### config.mk
export PLATFORM = sky130hd
export DESIGN_NAME = param_seq_detector
export DESIGN_NICKNAME = d
export VERILOG_FILES = /design/src/rtl/seq_det_pkg.sv /design/src/rtl/hex_to_seg.sv /design/src/rtl/param_seq_detector.sv
export SDC_FILE = /design/constraint.sdc
export NUM_CORES = 1
export LEC_CHECK = 0
export CORE_MARGIN = 2
export CORE_UTILIZATION = 30
export CTS_BUF_LIST = sky130_fd_sc_hd__clkbuf_4 sky130_fd_sc_hd__clkbuf_8 sky130_fd_sc_hd__clkbuf_16
export CTS_CLUSTER_SIZE = 20
export DETAILED_ROUTE_END_ITERATION = 10
export GPL_TIMING_DRIVEN = 0
export PLACE_DENSITY = 0.55
export SLEW_MARGIN = 5
export SYNTH_ARGS = -nofsm -noshare
export SYNTH_HDL_FRONTEND = slang
export SYNTH_SLANG_ARGS = --single-unit
### constraint.sdc
create_clock -name clk -period 6.6 [get_ports clk]
set_input_delay 1.65 -clock clk [delete_from_list [all_inputs] [get_ports clk]]
set_output_delay 1.65 -clock clk [all_outputs]
set_load 0.01 [all_outputs]
### src/rtl/seq_det_pkg.sv
// Shared constants and types for the serial pattern detector.
// Holds the 7-segment glyph table for hex digits 0-F and the DP bit position.
package seq_det_pkg;

    typedef logic [7:0] seg_t;

    localparam int SEG_DP = 7;

    // Active-high segments a..g in bits 6:0; DP (bit 7) is off in every glyph.
    localparam seg_t SEG_HEX [16] = '{
        8'h3F, 8'h06, 8'h5B, 8'h4F, 8'h66, 8'h6D, 8'h7D, 8'h07,
        8'h7F, 8'h6F, 8'h77, 8'h7C, 8'h39, 8'h5E, 8'h79, 8'h71
    };

endpackage

### src/rtl/hex_to_seg.sv
// Combinational 4-bit hex digit to 7-segment decoder (segments a..g, active-high).
module hex_to_seg
    import seq_det_pkg::*;
(
    input  logic [3:0] digit,
    output logic [6:0] glyph
);

    always_comb begin
        glyph = SEG_HEX[digit][6:0];
    end

endmodule

### src/rtl/param_seq_detector.sv
// Parametrised serial pattern detector with saturating hit counter and 7-segment readout.
// Optional build macro SEQ_DET_MASK_EN adds a per-bit don't-care mask (pat_mask) loaded with pat_ld.
module param_seq_detector
    import seq_det_pkg::*;
#(
    parameter int               PAT_W   = 4,
    parameter logic [PAT_W-1:0] PATTERN = 4'b1010,
    parameter bit               OVERLAP = 1'b1,
    parameter int               CNT_W   = 4
) (
    input  logic             clk,
    input  logic             rst,
    input  logic             en,
    input  logic             x,
    input  logic             pat_ld,
    input  logic [PAT_W-1:0] pat_in,
`ifdef SEQ_DET_MASK_EN
    input  logic [PAT_W-1:0] pat_mask,
`endif
    input  logic             cnt_clr,
    output logic             detect,
    output logic [CNT_W-1:0] hit_count,
    output seg_t             seg
);

    localparam int FILL_W = $clog2(PAT_W + 1);
    localparam logic [FILL_W-1:0] FILL_MAX  = FILL_W'(PAT_W);
    localparam logic [FILL_W-1:0] FILL_ARM  = FILL_W'(PAT_W - 1);
    localparam logic [CNT_W-1:0]  CNT_MAX   = '1;

    // Only the newest PAT_W-1 bits are kept; the incoming x completes the window.
    logic [PAT_W-2:0] shreg_q, shreg_d;
    logic [FILL_W-1:0] fill_q, fill_d;
    logic [PAT_W-1:0] pattern_q, pattern_d;
    logic [PAT_W-1:0] care;
    logic [PAT_W-1:0] window;
    logic [CNT_W-1:0] hit_q, hit_d;
    logic             detect_q;
    seg_t             seg_q, seg_d;
    logic             match;
    logic [6:0]       glyph;

`ifdef SEQ_DET_MASK_EN
    logic [PAT_W-1:0] mask_q, mask_d;

    always_comb begin
        mask_d = pat_ld ? pat_mask : mask_q;
        care   = ~mask_q;
    end

    always_ff @(posedge clk or posedge rst) begin
        if (rst) mask_q <= '0;
        else     mask_q <= mask_d;
    end
`else
    always_comb begin
        care = '1;
    end
`endif

    always_comb begin
        window = {shreg_q, x};
        match  = en && !pat_ld && (fill_q >= FILL_ARM)
                 && (((window ^ pattern_q) & care) == '0);
    end

    always_comb begin
        shreg_d   = shreg_q;
        fill_d    = fill_q;
        pattern_d = pattern_q;
        if (pat_ld) begin
            pattern_d = pat_in;
            shreg_d   = '0;
            fill_d    = '0;
        end else if (en) begin
            if (match && (OVERLAP == 1'b0)) begin
                shreg_d = '0;
                fill_d  = '0;
            end else begin
                shreg_d = window[PAT_W-2:0];
                fill_d  = (fill_q == FILL_MAX) ? fill_q : fill_q + FILL_W'(1);
            end
        end
    end

    always_comb begin
        hit_d = hit_q;
        if (cnt_clr)
            hit_d = '0;
        else if (match && (hit_q != CNT_MAX))
            hit_d = hit_q + CNT_W'(1);
    end

    hex_to_seg u_hex_to_seg (
        .digit (4'(hit_d)),
        .glyph (glyph)
    );

    // Display tracks next-state values so the DP lines up with detect.
    always_comb begin
        seg_d         = {1'b0, glyph};
        seg_d[SEG_DP] = match;
    end

    always_ff @(posedge clk or posedge rst) begin
        if (rst) begin
            shreg_q   <= '0;
            fill_q    <= '0;
            pattern_q <= PATTERN;
            hit_q     <= '0;
            detect_q  <= 1'b0;
            seg_q     <= SEG_HEX[0];
        end else begin
            shreg_q   <= shreg_d;
            fill_q    <= fill_d;
            pattern_q <= pattern_d;
            hit_q     <= hit_d;
            detect_q  <= match;
            seg_q     <= seg_d;
        end
    end

    assign detect    = detect_q;
    assign hit_count = hit_q;
    assign seg       = seg_q;

endmodule

---- After elaboration in Yosys (flattened, before gate mapping) ----
Memory sizes are Yosys's and may differ from the RTL's. A register that Yosys moved wholly into a read port is not among the register bits.
Cells that the tools add are included.
operators by class
  $add $sub $neg .......................... 2
  order comparisons ....................... 2
  eq/ne operators ......................... 3
  multiplexer cells ....................... 9
  bitwise gates (word level) .............. 2
  reduce and logical (&&, ||, !) cells .... 8
operators with widths
  operator                                             number
  two-way mux 3 bit                                    5
  two-way mux 7 bit                                    2
  two-way mux 4 bit                                    2
  >= comparator 5 bit, second input constant           1
  inverter 4 -> 5 bit                                  1
  adder 4 x 1 -> 4 bit, second input constant          1
  logical AND 1 bit                                    4
  zero test 4 bit                                      1
  != test 4 bit, second input constant                 1
  XOR 4 bit                                            1
  adder 3 x 1 -> 3 bit, second input constant          1
  == test 3 bit, second input constant                 1
  >= comparator 3 x 2 -> 1 bit, second input constant  1
  != test 2 bit, second input constant                 1
  AND reduction 2 bit                                  1
  nonzero test 2 bit                                   1
  zero test 1 bit                                      1
word-level totals
  bits in registers ....................... 23
  memory bits (read-only) ................. 128
  input port bits ......................... 10
  output and inout port bits .............. 13
  logic and storage cells ................. 33
  memories kept ........................... 1
memory list
  name              words  width  rd ports  clocked after Yosys merged registers in  wr ports  RTL line          source
  (name not given)  16     8      1         1                                        0         hex_to_seg.sv:10  glyph = SEG_HEX[digit][6:0];

---- Depth between registers and ports, before layout ----
  depth in word-level cells ............... 11
  gate-level depth with buffers ........... 12
  mapped depth without buffers ............ 12

---- Modules after synthesis ----
Synthesis repeated with hierarchy kept, for this count alone.
second synthesis, totals
  cell total of the unflattened synthesis .. 113
  area total of the unflattened synthesis .. 1,295.0 µm²
by module, submodules not included
  module              instances  cells an instance  area an instance (µm²)  seq. area each (µm²)
  param_seq_detector  1          80                 1,007.2                 560.5
  hex_to_seg          1          33                 287.8                   0.0

---- Least setup slack after synthesis ----
Ideal clock, no wire load.
  path kind ............................... input to register
  start ................................... input port x
  end ..................................... register seg_q[6], in the netlist seg[6]
  library setup time ...................... 0.087 ns
  arrival ................................. 3.558 ns
  data required time ...................... 6.513 ns
  setup slack ............................. 2.955 ns
  stages .................................. 9
  buffers on the path ..................... 0
  cell sequence ........................... xor2_1 -> nor4_4 -> nand2_1 -> a31oi_1 -> mux2i_1 -> inv_1 -> ha_1 -> mux2_2 -> a22oi_1
on the way
  word-level cells in the longest chain between the ends .. 7
RTL lines
  element                                    RTL line                  source
  start: declaration                         param_seq_detector.sv:14  input logic x,
  XOR 4 bit                                  param_seq_detector.sv:64  && (((window ^ pattern_q) & care) == '0);
  zero test 4 bit                            param_seq_detector.sv:64
  logical AND 1 bit                          param_seq_detector.sv:64
  logical AND 1 bit                          param_seq_detector.sv:90  else if (match && (hit_q != CNT_MAX))
  two-way mux 4 bit                          param_seq_detector.sv:90
  two-way mux 4 bit                          param_seq_detector.sv:88  if (cnt_clr)
  named net hit_d[1]                         param_seq_detector.sv:37  logic [CNT_W-1:0] hit_q, hit_d;
  inverter 4 -> 5 bit (implied by the code)  hex_to_seg.sv:10
  end: declaration                           param_seq_detector.sv:39  seg_t seg_q, seg_d;
The timed path passes the listed nets, and every way through them passes these cells.
A chain may end at the register's enable or synchronous reset.

---- Final worst setup path ----
  start ................................... input port x
  end ..................................... register seg_q[5], in the netlist seg[5]
The elaborated chain is that of the path after synthesis.

==> results_dict.tcl <==
set metrics [dict create \
    final_util 0.389 \
    postCtsHoldBufs 0 \
    instances_no_fill 193 \
    relSlewSlack 0.424 \
    first_iter_violations 30 \
    synth_fa_ha_area_frac 0.102 \
    p_total_mw 0.275 \
    worstSetupEndpointType "register" \
    die_y_um 71.1 \
    mostFrequentLayoutCells "22 x clkdlybuf4s50_1, 14 x dfrtp_1, 11 x nor2_1, 11 x ha_1" \
    skew_ns 0.00648 \
    post_cts_buffers 0 \
    fin_crit_sh 0.655 \
    tightest_slew_ns 0.863 \
    synth_top_family_by_area "simple AND/OR/NAND/NOR gates" \
    crit_path_start_kind "primary input" \
    fin_crit_ns 4.32 \
    clock_path_buffers 2 \
    final_common_cell "clkdlybuf4s50_1" \
    clkTransAtPathRegs_ns 0.09 \
    drt-total-wl_mm 2.68 \
    boundaryPins 23 \
    fin_setup_tns_ns 0 \
    power.density_nw_per_um2 163 \
    antenna_found_initial 0 \
    cts_htree_levels 1 \
    ant_nets 0 \
    critical_path_class "in -> reg" \
    syn_avg_cell_area_um2 11.8 \
    syn-cell-area_um2 1350 \
    dieWidth_um 71.1 \
    num_vias 924 \
    viasPerCell 4.79 \
    yosysTopAreaCellShare 0.259 \
    num_rows 24 \
    ir_worst_vdd_v 0.000130 \
    hold_class "reg -> reg" \
    cp.required_ns 6.76 \
    fin_hold_ws_ns 0.539 \
    yosys_register_bits 22 \
    post-place-cells 189 \
    final-setup-viol-count 0 \
    drv_cap 0 \
    wire_per_inst_um 13.9 \
    initial_utilization 0.311 \
    hold_viol 0 \
    remaining_drc_errors 0 \
    gp_congestion 0.840 \
    cts_tree "yes" \
    finalMaxSlewViolations 0 \
    global_route.usage.total 0.111 \
    synthMuxAreaShare 0.109 \
    p_leak_nw 0.712 \
    synth.area.top_cells "dfrtp_1 26%, dfstp_2 16%, ha_1 10%" \
    syn2layout_area_growth_pct 25.2 \
    synth_cell_type_count 37 \
    netlist.top_cell.by_area "dfrtp_1" \
    ys.warnings.count 0 \
    status "complete, no violations" \
    portBuffers 22 \
    grt_first_pass_wirelength_mm 4.50 \
    synth_compound_area_frac 0.109 \
    core_region_area_um2 4350 \
    numCtsBuffers 3 \
    gr-total-overflow 0 \
    grt_pass1_vias 958 \
    fillers 419 \
    critPathArrivalTime_ns 4.48 \
    dieArea_um2 5060 \
    post-dp-hpwl_mm 2.02 \
    clk_latency_ns 0.26 \
    layout-drive-gt1-share 0.220 \
    cts-root-buf "clkbuf_8" \
    syn_inst 115 \
    ys_seq_area_frac 0.414 \
    grt_setup_unrepaired "false" \
    clock_sinks 22 \
    synth-simple-area-share 0.134 \
    synth_fp_nets 136 \
    synth_xor_area_frac 0.0768 \
    antenna_cells 0 \
    grt_start_max_net_pins 23 \
    cts_resized 0 \
    nNetsFinal 163 \
    firstDrtPassIters 4 \
    max_clock_freq_mhz 231 \
    cp_max_fo 5 \
]
## metal layers
layer | global-route usage | vias to the layer above | part of all wire
met5 | 0 | - | 0
met4 | 0.0189 | 0 | 0.011
met3 | 0.0385 | 4 | 0.040
met2 | 0.185 | 15 | 0.49
met1 | 0.142 | 454 | 0.46
li1 | - | 451 | -
## flip-flops by register name (all words and copies together) (netlist names)
signal     cells
shreg_q        3
fill_q         3
seg            8
pattern_q      4
hit_count      4
## stage by stage
stage               instance area (um^2)  worst slack, ns
detailed placement                  1640             2.02
global placement                    1640             2.10
CTS                                 1690             2.29
finish                              1690             2.28
global route                        1690             2.10
floorplan                           1350             2.95
## power by group
| group | internal (mW) | leakage (nW) | switching, mW | total (mW) |
|---|---|---|---|---|
| Clock | 0.0532 | 0.0288 | 0.0451 | 0.0982 |
| Combinational | 0.0148 | 0.410 | 0.0167 | 0.0315 |
| Sequential | 0.141 | 0.273 | 0.00486 | 0.145 |
## synth_stat cells
master,number
xor2_1,2
a211o_4,2
inv_1,7
clkinv_8,2
a211oi_2,2
or2b_1,1
nand3b_1,1
mux2_1,1
buf_4,1
xnor2_4,1
or2_1,1
a311oi_1,1
a21oi_1,5
and3_4,1
mux2_2,5
dfstp_2,8
nand3_1,1
a22oi_1,1
a41oi_1,1
inv_2,1
xor2_2,2
and3_1,2
ha_1,11
nor3_1,4
o21ai_0,1
xnor2_1,3
nor2b_1,3
buf_1,1
a211oi_1,1
a31oi_1,4
nand2_1,2
nor3_4,1
mux2i_1,8
dfrtp_1,14
and2_1,1
nor4_4,1
nor2_1,11
## final cells by class
| cell class | count | area, um^2 | share of cell area |
|---|---|---|---|
| Timing Repair Buffer | 22 | 220 | 0.130 |
| Inverter | 10 | 62.6 | 0.0370 |
| Sequential cell | 22 | 561 | 0.331 |
| Buffer | 2 | 11.3 | 0.00665 |
| Tap cell | 52 | 65.1 | 0.0384 |
| Clock buffer | 4 | 55.1 | 0.0325 |
| Multi-Input combinational cell | 81 | 718 | 0.424 |
## cell families after synthesis
group	Yosys count
AOI/OAI and AO/OA	18
xor gates and xnor gates	8
adders and majority gates	11
buffers and inverters	12
DFF	22
muxes	14
and+or+nand+nor	30
## path summary, 6_finish.rpt
| path | depth (start not counted) | to | slack, ns | startpoint |
|---|---|---|---|---|
| worst min-delay path | 1 | pattern_q[0]$_DFFE_PP0P_ | 0.54 | pattern_q[0]$_DFFE_PP0P_ |
| worst max register to register | 12 | seg[5]$_DFF_PP1_ | 3.47 | fill_q[0]$_DFFE_PP0P_ |
| worst max-delay path | 11 | seg[5]$_DFF_PP1_ | 2.28 | x |
| worst min register to register | 1 | pattern_q[0]$_DFFE_PP0P_ | 0.54 | pattern_q[0]$_DFFE_PP0P_ |
| max in group asynchronous | 2 | hit_count[1]$_DFF_PP0_ | 4.21 | rst |
| min in group asynchronous | 2 | fill_q[0]$_DFFE_PP0P_ | 1.86 | rst |
## critical path, stage by stage
cell and delay [ns]:
clkdlybuf4s50_1 0.44, xor2_1 0.21, nor4_4 0.34, nand2_1 0.10, a31oi_1 0.36, mux2i_1 0.49, inv_1 0.18, ha_1 0.23
inv_1 0.11, nor3_1 0.07, a311oi_1 0.29
Note: power is estimated with default switching activity, not from simulation.
